===== config.mk =====
export PLATFORM = sky130hd
export DESIGN_NAME = btn_debounce_multi
export DESIGN_NICKNAME = d
export VERILOG_FILES = /design/src/rtl/btn_debounce_multi.sv
export SDC_FILE = /design/constraint.sdc
export NUM_CORES = 1
export LEC_CHECK = 0
export CAP_MARGIN = 20
export CORE_MARGIN = 4
export CORE_UTILIZATION = 45
export DETAILED_ROUTE_END_ITERATION = 10
export PLACE_DENSITY = 0.67
export SLEW_MARGIN = 20
export SYNTH_ARGS = -nofsm -noshare
export SYNTH_HDL_FRONTEND = slang
export SYNTH_SLANG_ARGS = --single-unit

===== constraint.sdc =====
create_clock -name clk -period 4.3 [get_ports clk]
set_clock_uncertainty 0.1 [all_clocks]
set_input_delay 0.645 -clock clk [delete_from_list [all_inputs] [get_ports clk]]
set_output_delay 0.645 -clock clk [all_outputs]
set_load 0.05 [all_outputs]

===== src/rtl/btn_debounce_multi.sv =====
// btn_debounce_multi: N-channel button synchroniser, debouncer and
// press/release/long-press event generator; BTN_DEBOUNCE_REPEAT_EN adds auto-repeat.
module btn_debounce_multi #(
  parameter int N_BTN        = 4,
  parameter int TICK_DIV     = 270000,
  parameter int STABLE_CNT   = 3,
  parameter int LONG_TICKS   = 100,
  parameter int REPEAT_TICKS = 20,
  parameter bit ACTIVE_HIGH  = 1'b1
) (
  input  logic             clk,
  input  logic             rst,
  input  logic [N_BTN-1:0] btn,
  output logic [N_BTN-1:0] level,
  output logic [N_BTN-1:0] press,
  output logic [N_BTN-1:0] rel,
  output logic [N_BTN-1:0] long_press,
  output logic [N_BTN-1:0] rpt
);

  localparam int TW   = $clog2(TICK_DIV);
  localparam int SW   = $clog2(STABLE_CNT + 1);
  localparam int HMAX = (LONG_TICKS > REPEAT_TICKS) ?
                        LONG_TICKS : REPEAT_TICKS;
  localparam int HW   = $clog2(HMAX + 1);

  localparam logic [TW-1:0] TICK_LAST = TW'(TICK_DIV - 1);
  localparam logic [SW-1:0] STAB_LAST = SW'(STABLE_CNT - 1);
  localparam logic [HW-1:0] LONG_LAST = HW'(LONG_TICKS - 1);
`ifdef BTN_DEBOUNCE_REPEAT_EN
  localparam logic [HW-1:0] REP_LAST  = HW'(REPEAT_TICKS - 1);
`endif

  localparam logic [1:0] S_IDLE    = 2'd0;
  localparam logic [1:0] S_PRESSED = 2'd1;
  localparam logic [1:0] S_HELD    = 2'd2;

  logic [N_BTN-1:0] raw;
  logic [N_BTN-1:0] sync1;
  logic [N_BTN-1:0] sync2;
  logic [TW-1:0]    tick_cnt;
  logic             tick;

  assign raw  = btn ^ {N_BTN{~ACTIVE_HIGH}};
  assign tick = (tick_cnt == TICK_LAST);

  // two-flop synchroniser on every raw pin
  always_ff @(posedge clk or negedge rst) begin
    if (!rst) begin
      sync1 <= '0;
      sync2 <= '0;
    end else begin
      sync1 <= raw;
      sync2 <= sync1;
    end
  end

  // shared sample-tick divider, wraps at TICK_DIV-1
  always_ff @(posedge clk or negedge rst) begin
    if (!rst) begin
      tick_cnt <= '0;
    end else if (tick) begin
      tick_cnt <= '0;
    end else begin
      tick_cnt <= tick_cnt + 1'b1;
    end
  end

  for (genvar i = 0; i < N_BTN; i++) begin : g_ch
    logic [SW-1:0] stab;
    logic [HW-1:0] hold;
    logic [1:0]    state;
    logic          lvl;
    logic          prs;
    logic          rls;
    logic          lng;
    logic          diff;
    logic          flip;
    logic          rise;
    logic          fall;

    assign diff = tick && (sync2[i] != lvl);
    assign flip = diff && (stab == STAB_LAST);
    assign rise = flip && !lvl;
    assign fall = flip && lvl;

    assign level[i]      = lvl;
    assign press[i]      = prs;
    assign rel[i]        = rls;
    assign long_press[i] = lng;

    // stability filter; edges become registered press/rel pulses
    always_ff @(posedge clk or negedge rst) begin
      if (!rst) begin
        stab <= '0;
        lvl  <= 1'b0;
        prs  <= 1'b0;
        rls  <= 1'b0;
      end else begin
        prs <= rise;
        rls <= fall;
        if (flip) begin
          lvl  <= ~lvl;
          stab <= '0;
        end else if (diff) begin
          stab <= stab + 1'b1;
        end else if (tick) begin
          stab <= '0;
        end
      end
    end

`ifdef BTN_DEBOUNCE_REPEAT_EN
    logic rp;
    assign rpt[i] = rp;
`endif

    // hold-time FSM: release always beats long-press and repeat
    always_ff @(posedge clk or negedge rst) begin
      if (!rst) begin
        state <= S_IDLE;
        hold  <= '0;
        lng   <= 1'b0;
`ifdef BTN_DEBOUNCE_REPEAT_EN
        rp    <= 1'b0;
`endif
      end else begin
        lng <= 1'b0;
`ifdef BTN_DEBOUNCE_REPEAT_EN
        rp  <= 1'b0;
`endif
        unique case (state)
          S_IDLE: begin
            if (rise) begin
              state <= S_PRESSED;
              hold  <= '0;
            end
          end
          S_PRESSED: begin
            if (fall) begin
              state <= S_IDLE;
              hold  <= '0;
            end else if (tick) begin
              if (hold == LONG_LAST) begin
                lng   <= 1'b1;
                state <= S_HELD;
                hold  <= '0;
              end else begin
                hold <= hold + 1'b1;
              end
            end
          end
          S_HELD: begin
            if (fall) begin
              state <= S_IDLE;
              hold  <= '0;
`ifdef BTN_DEBOUNCE_REPEAT_EN
            end else if (tick) begin
              if (hold == REP_LAST) begin
                rp   <= 1'b1;
                hold <= '0;
              end else begin
                hold <= hold + 1'b1;
              end
`endif
            end
          end
          default: begin
            state <= S_IDLE;
            hold  <= '0;
          end
        endcase
      end
    end
  end

`ifndef BTN_DEBOUNCE_REPEAT_EN
  assign rpt = '0;
`endif

endmodule


# Word level (Yosys, flattened, before mapping)
# Index checks and enable logic that the tools add are counted.
# classes
addsub	9
multipliers	0
div_mod_pow	0
magnitude_cmp	0
n_eq_ne	37
shift	0
muxes	74
bitwise	4
reduce_logical	36
# ops
operator	count
7-bit 2-to-1 mux	20
7-bit case mux with 3 select lines	4
2-bit 2-to-1 mux	29
7-bit by 1-bit adder with 7-bit output (second input constant)	4
7-bit == test (second input constant)	4
3-bit != test (second input constant)	8
2-bit case mux with 3 select lines	4
19-bit by 1-bit adder with 19-bit output (second input constant)	1
19-bit == test (second input constant)	1
19-bit 2-to-1 mux	1
2-bit == test (second input constant)	8
1-bit logical AND	16
1-bit 2-to-1 mux	16
2-bit != test (second input constant)	8
4-bit AND reduction	4
3-bit AND reduction	4
3-bit nonzero test	4
2-bit by 1-bit adder with 2-bit output (second input constant)	4
2-bit by 1-bit == test with 1-bit output (second input constant)	4
2-bit logical NOT	4
1-bit logical NOT	4
1-bit != test	4
1-bit inverter	4
# totals
regBits	87
latchBits	0
ram_bits	0
rom_bits	0
inputBits	6
out_inout_bits	20
wordCells	191
n_memories	0

# Logic depth before layout (Yosys ltp)
# Gate-level depths: netlist of the first run.
# logic_depth
word_depth	6
ltp_mapped	9
mapped_depth_nobuf	7

# Worst setup path after synthesis of the first run
# No wires, ideal clock.
# synth_timing
kind	reg-to-reg
start	register tick_cnt[0]
end	register g_ch[0].state[1]
setup_time_ns	0.125
t_arrival_ns	1.938
required_ns	4.075
slack_ns	2.137
stages_incl_launch_ff	9
path_buffers	2
period_less_slack_ns	2.163
cell_sequence	dfrtp_1 ha_1 and3_1 buf_2 and3_1 clkbuf_1 o211ai_1 nand2_1 mux2_2
# synth_between
elab_chain_cells	6
elab_cells_between_ends	12
classes_between	eq/ne: 5; mux: 2; reduce/logical: 5
# synth_rtl
element	line	rtl
start: declaration	41	logic [TW-1:0] tick_cnt;
start signal: assignment	65	tick_cnt <= tick_cnt + 1'b1;
19-bit == test (*)	45	assign tick = (tick_cnt == TICK_LAST);
1-bit logical AND	82	assign diff = tick && (sync2[i] != lvl);
1-bit logical AND	83	assign flip = diff && (stab == STAB_LAST);
1-bit logical AND (on tied branches)	85, 84	
3-bit != test (no line) (tied with other cells)	n/a	
4-bit AND reduction (no line) / 2-bit case mux with 3 select lines (equally long branches)	n/a	
end signal: assignment	121	state <= S_IDLE;
end signal: assignment	135	state <= S_PRESSED;
end signal: assignment	141	state <= S_IDLE;
end: declaration	72	logic [1:0] state;
# Mark *: on every way between the ends. The rest lies on a longest branch, timed or not.
# A chain may end at the register's enable or synchronous reset.

# Worst setup path in the final report of the first run
# layout_timing
start	register tick_cnt[17]
end	register g_ch[0].state[1]
# Same word-level chain as after synthesis.

==> results of run 1 <==
-- through the flow --
step	hold WS [ns]	std cells	util
floorplan	0.2312	464	-
global placement	0.2328	594	0.4851
detailed placement	0.2356	594	0.4851
CTS	0.2549	610	0.5079
global route	0.2689	610	0.5079
finish	0.2408	610	0.5079
-- placed cells by master, fill, tap and decap left out, drive strengths merged, types with 9 or more instances in the layout --
master,n
ha,9
a21o,12
dfrtp,87
clkdlybuf4s50,20
o22ai,11
a21oi,9
and3,9
xnor2,12
nor2,40
nand2b,11
inv,17
clkbuf,13
nand3,38
o31ai,10
nand2,58
-- cells by family after synthesis --
group	count (synthesis)	synth area share
fa+ha+maj	9	0.02481
mux	9	0.02178
other cells	1	0.0008263
flops	87	0.4797
simple gates	214	0.2470
xor+xnor	19	0.03667
compound gates	79	0.1365
buf+inv	43	0.05266
-- layout make-up --
type                       instances  area (µm²)
multi-input combinational        334        2133
sequential                        87        2177
tap                              133       166.4
inverter                          17       63.81
clock buffer                      13       158.9
clock inverter                     3       65.06
timing repair buffer              23       222.7
fill                             924        4832
-- registers in the layout, indices dropped and copies added, names as in the netlist --
signal and count:
g_ch.hold 28, g_ch.lng 4, g_ch.lvl 4, g_ch.prs 4
g_ch.rls 4, g_ch.stab 8, g_ch.state 8, sync1 4
sync2 4, tick_cnt 19
-- worst max path at each step --
stage	start	to	depth (start not counted)
final	tick_cnt[17]$_DFF_PN0_	g_ch[0].state[1]$_DFFE_PN0P_	5
after global routing	tick_cnt[15]$_DFF_PN0_	g_ch[0].lvl$_DFFE_PN0N_	6
after CTS	tick_cnt[17]$_DFF_PN0_	g_ch[0].state[1]$_DFFE_PN0P_	5
after detailed placement	tick_cnt[17]$_DFF_PN0_	g_ch[0].state[1]$_DFFE_PN0P_	5
after global placement	tick_cnt[15]$_DFF_PN0_	g_ch[0].lvl$_DFFE_PN0N_	6
after floorplan	tick_cnt[0]$_DFF_PN0_	g_ch[0].state[1]$_DFFE_PN0P_	8
-- layer usage --
layer | vias to the layer above | global-route usage | routed length [µm]
li1 | 1646 | - | -
met1 | 1625 | 0.2317 | 4284
met2 | 59 | 0.2511 | 4126
met3 | 4 | 0.03284 | 303
met4 | 0 | 0.05140 | 55
met5 | - | 0 | 0
-- where the power goes --
part	total [mW]	internal (mW)	switching, mW
Clock	0.641	0.359	0.283
Combinational	0.0337	0.00834	0.0253
Sequential	0.825	0.821	0.00348
==> summary.md, run 1 <==
| Metric | Value |
|---|---|
| Top delay family on crit path | `simple AND/OR/NAND/NOR gates` |
| Slew @ Worst Pin | `approximately 0.75 ns` |
| Buf/Inv on CP | `0` |
| Top_reg_cell synth | `dfrtp_1` |
| #FFs+latches synth | `between 80 and 90` |
| Async set-or-reset flop fraction in the synthesized netlist | `1.000` |
| Max_cap viols | `0` |
| First-pass DRT Iterations | `4` |
| Clock transition at path regs | `roughly 0.09 ns` |
| Post-synth EDFFs | `0` |
| Antenna Cells | `0` |
| CP cell instances | `or4b_4 -> nor2_2 -> o211ai_1 -> nand2_1 -> mux2_2` |
| DRT antenna net count | `0` |
| CTS tree | `yes` |
| Total GRT Usage | `0.1631` |
| Max_slew headroom | `0.4988` |
| Final TNS setup | `0 ns` |
| Area Overhead vs Synth | `9.898%` |
| CP Max Fanout | `9` |
| Die X | `between 100 and 150 µm` |
| PostCTS Resize Cnt | `0` |
| Top Ports | `26` |
| DRC Markers | `0` |
| Crit Path Class | `register to register` |
| Die Area | `around 0.012 mm²` |
| Via total after detailed routing | `about 3300` |
| Final GP Congestion | `slightly above 0.8` |
| PD cells | `approximately 300 mW/mm²` |
| CTS max path bufs | `2` |
| Maximum vdd drop | `a little under 0.0002 V` |
| CTS Buf Count | `9` |
| DIE HEIGHT | `108.4 µm` |
| R2R Path Start | `tick_cnt[17]$_DFF_PN0_` |
| Crit share post-route | `0.5777` |
| Placed cell area | `0.004763 mm²` |
| Total wire length | `8769 µm` |
| # rows | `36` |
| Worst Setup Slack, final | `1.816 ns` |
| Starting Density | `0.4622` |
| Port buffer count | `21` |
| Synth Cell Area | `approximately 0.0045 mm²` |
| Count leader, synth | `dfrtp_1` |
| H-Tree Depth | `3` |
| Post-CTS setup buffer count | `0` |
| Final Critical Period | `~2.5 ns` |
| CTS hold repair buffers | `0` |
| Clock latency on the worst-skew pair | `roughly 0.36 ns` |
| Core area | `between 0.009 and 0.01 mm²` |
| YS warnings | `0` |
| Sequential share of the synthesized area | `0.4797` |
| Fin area | `0.004987 mm²` |
| Synth top cells by count | `87 x dfrtp_1, 58 x nand2_1, 39 x nor2_1` |
| Fmax | `roughly 400 MHz` |
| Largest net degree at the start of global routing | `61` |
| Reg2Reg Depth | `5` |
| Layout cell share with drive strength beyond 1 | `0.1132` |
| Worst hold path class | `primary input to asynchronous set/reset pin` |
| Leakage Power | `2.204 nW` |
| 1st-iter DRT viols | `approximately 130` |
| Max stage delay on crit path | `0.56 ns` |
| Synth area leaders | `dfrtp_1 48%, nand2_1 4.8%, nand3_1 4.2%` |
| Slowest-stage cell, CP | `or4b_4` |
| Final nets | `between 400 and 500` |
| Syn Area/Cell | `between 9 and 10 µm²` |
| CTS Root Buffer Type | `clkbuf_8` |
| FF-to-FF End | `g_ch[0].state[1]$_DFFE_PN0P_` |
| Aggregate global routing overflow | `0` |
| Netlist cell types | `59` |
| DP Wirelength | `a little over 6000 µm` |
| Reg2reg setup slack | `about 1.8 ns` |
| First-pass GRT wire length | `between 15000 and 20000 µm` |
| DR WL/cell | `~14 µm` |
| Worst Setup End Kind | `register` |
| Final setup viols | `0` |
| CP Launch Type | `register` |
| Pre-CTS WS | `~1.8 ns` |
| Final Hold Fails | `0` |
| Arrival @ worst endpoint | `between 2 and 3 ns` |
| Fin. max-slew vios | `0` |
| Routed vias/inst | `~5.5` |
| Worst EP required | `around 4.4 ns` |
| Post-synth top area share | `0.4797` |
| Vias in the first global route | `3151` |
| Antenna violations before repair | `0` |
| Cell count after synthesis | `roughly 460` |
| Yosys top cell by area | `dfrtp_1` |
| Unrepaired setup endpoints after global routing | `no` |
| CTS Sinks | `87` |
| Total chip power | `approximately 1.5 mW` |
| Status | `finished, final reports clean` |
No activity file was read; power rests on OpenSTA's default activity.
==> run 2, diff against run 1 <==
Clock period 4.3 ns to 2.5 ns, I/O delays scaled along.
==> summary.md, run 2 (synthesis gave the netlist of run 1 again) <==
| Metric | Value |
|---|---|
| Fmax | `419.3 MHz (+4.2%)` |
| Reg2reg setup slack | `0.12 ns (-1.70 ns)` |
| Vias in the first global route | `3418 (+8.5%)` |
| Register cell area after layout | `0.002177 mm² (unchanged)` |
| CP startpoint | `tick_cnt[0]$_DFF_PN0_` |
| Antenna violations before repair | `0 (unchanged)` |
| Multi-input logic area | `0.002133 mm² (unchanged)` |
| Worst Setup End Kind | `register` |
| DIE HEIGHT | `108.4 µm (unchanged)` |
| CTS Buf Count | `9 (unchanged)` |
| Aggregate global routing overflow | `0 (unchanged)` |
| Via total after detailed routing | `3453 (+3.6%)` |
| Top reg by flops | `g_ch.hold` |
| Final nets | `493 (+1.2%)` |
| PD cells | `517.9 mW/mm² (+72%)` |
| Worst Setup EP | `g_ch[0].stab[1]$_DFFE_PN0P_` |
| Antenna Cells | `0 (unchanged)` |
| Max_slew headroom | `0.5685 (+0.06979)` |
| Worst EP required | `2.69 ns (-1.75 ns)` |
| Max stage delay on crit path | `0.51 ns (-0.05 ns)` |
| DP Wirelength | `6399 µm (+4.4%)` |
| Top delay family on crit path | `simple AND/OR/NAND/NOR gates` |
| # rows | `36 (unchanged)` |
| Max reg flops | `28 (unchanged)` |
| Core area | `0.009819 mm² (unchanged)` |
| R2R Path Start | `tick_cnt[0]$_DFF_PN0_` |
| Reg2Reg Depth | `6 (+1)` |
| Crit Path Class | `register to register` |
| Final Hold Fails | `0 (unchanged)` |
| Final setup viols | `0 (unchanged)` |
| Maximum vdd drop | `0.0003144 V (+63%)` |
| Clock latency on the worst-skew pair | `0.36 ns (about the same)` |
| Largest net degree at the start of global routing | `66 (+8.2%)` |
| Buf/Inv on CP | `0 (unchanged)` |
| First-pass DRT Iterations | `4 (unchanged)` |
| Final Hold Slack | `0.2539 ns (+0.01315 ns)` |
| Total GRT Usage | `0.1677 (+0.004565)` |
| CP cell instances | `ha_1 -> and3_1 -> nand3_1 -> or2_2 -> a2111oi_0 -> a21o_1` |
| Clock transition at path regs | `0.09 ns (about the same)` |
| CTS tree | `yes` |
| Final GP Congestion | `0.8363 (+1.2%)` |
| DR WL/cell | `14.77 µm (+2.8%)` |
| Routed vias/inst | `5.606 (+2.6%)` |
| DRC Markers | `0 (unchanged)` |
| Arrival @ worst endpoint | `2.58 ns (-0.04 ns)` |
| Port buffer count | `21 (unchanged)` |
| Commonest non-fill, non-tap cell in the layout | `dfrtp_1` |
| Crit share post-route | `0.9539 (+0.3763)` |
| DRT antenna net count | `0 (unchanged)` |
| CP Launch Type | `register` |
| Die Area | `0.01175 mm² (unchanged)` |
| Die X | `108.4 µm (unchanged)` |
| Commonest non-fill, non-tap cells in the layout | `87 x dfrtp_1, 58 x nand2_1, 39 x nor2_1, 38 x nand3_1, 20 x clkdlybuf4s50_1` |
| Fill cells | `914 (-1.1%)` |
| CTS Root Buffer Type | `clkbuf_8` |
| Leakage Power | `2.244 nW (+1.8%)` |
| Final Critical Period | `2.385 ns (-0.09916 ns)` |
| Non-filler cells, final | `616 (+0.98%)` |
| Status | `finished, final reports clean` |
| GR Util met1 | `0.2212 (-0.01047)` |
| Most used routing layer in global routing | `met2` |
| First-pass GRT wire length | `15770 µm (+3.3%)` |
| FF-to-FF End | `g_ch[0].stab[1]$_DFFE_PN0P_` |
| Unrepaired setup endpoints after global routing | `no` |
| Starting Density | `0.4622 (unchanged)` |
| 1st-iter DRT viols | `146 (+11%)` |
| CP Max Fanout | `15 (+6)` |
| CTS Sinks | `87 (unchanged)` |
| Max_cap viols | `0 (unchanged)` |
| Slowest-stage cell, CP | `or2_2` |
| Total wire length | `9101 µm (+3.8%)` |
| Worst hold path class | `register to register` |
| Fin. max-slew vios | `0 (unchanged)` |
| CP Depth | `6 (+1)` |
| Layout cell share with drive strength beyond 1 | `0.1263 (+0.01309)` |
| CTS max path bufs | `2 (unchanged)` |
| Final TNS setup | `0 ns (unchanged)` |
| GR Util met3 | `0.03522 (+0.002388)` |
| Final Util | `0.5158 (+0.007900)` |
| H-Tree Depth | `3 (unchanged)` |
| Met2 usage | `0.2718 (+0.02074)` |
| Dpl cells | `599 (+0.84%)` |
| Slew @ Worst Pin | `0.6442 ns (-0.1077 ns)` |
| Top Ports | `26 (unchanged)` |
| Area Overhead vs Synth | `11.61%` |
| Largest registers | `g_ch.hold: 28 flops, tick_cnt: 19 flops` |
## run 2: cell types whose count changed in the layout (fill, tap and decap cells not counted)
cell | previous run | this run
buf_12 | 0 | 1
buf_4 | 3 | 7
clkbuf_1 | 2 | 0
clkbuf_8 | 11 | 12
clkinv_2 | 1 | 0
clkinv_4 | 0 | 1
clkinvlp_4 | 0 | 1
dlygate4sd3_1 | 0 | 1
## run 2: how the worst min path moves through the flow
stage	cells past startpoint	slack (ns)	end	from
after floorplan	0	-0.02	g_ch[0].hold[0]$_DFFE_PN0P_	rst
after global placement	1	0.19	g_ch[3].hold[5]$_DFFE_PN0P_	rst
after detailed placement	1	0.19	g_ch[3].hold[5]$_DFFE_PN0P_	rst
after CTS	0	0.25	sync2[2]$_DFF_PN0_	sync1[2]$_DFF_PN0_
after global routing	0	0.27	sync2[0]$_DFF_PN0_	sync1[0]$_DFF_PN0_
final	0	0.25	sync2[2]$_DFF_PN0_	sync1[2]$_DFF_PN0_
## run 2: metal layers
metal	part of all wire	wire length, µm	vias to the layer above
met5	0	0	-
met4	0.018	161	0
met2	0.48	4360	68
li1	-	-	1656
met3	0.043	390	14
met1	0.46	4188	1715
## run 2: cell type report
class                      instances  share of cell area
clock buffer                      12             0.03261
tap                              133             0.03286
inverter                          17             0.01260
multi-input combinational        334              0.4212
timing repair buffer              29             0.05583
sequential                        87              0.4298
clock inverter                     4             0.01507
## run 2: timing repair
item / CTS / global route
endpoints found under the setup margin: 0 / 0
setup buffers: 0 / 0
resized for setup: 0 / 0
hold buffers: 1 / 0
endpoints found under the hold margin: 22 / 0
## run 2: stage by stage
step	total power [mW]	area [µm²]	setup WS, ns
finish	2.623	5065	0.1152
global route	2.736	5065	0.005900
CTS	2.655	5065	0.1619
detailed placement	1.510	4813	0.1929
global placement	1.508	4813	0.1666
floorplan	1.472	4549	0.3371
## run 2: power breakdown
group	internal [mW]	total (mW)	switching, mW
clock	0.646	1.14	0.497
combinational	0.0176	0.0612	0.0436
sequential	1.41	1.42	0.00633
total	2.08	2.62	0.547
==> run 3, diff against run 2 <==
Settings changed: ABC_AREA set to 0.
==> results of run 3 <==
No change in the layout: final DEF, timing and power equal those of run 2.
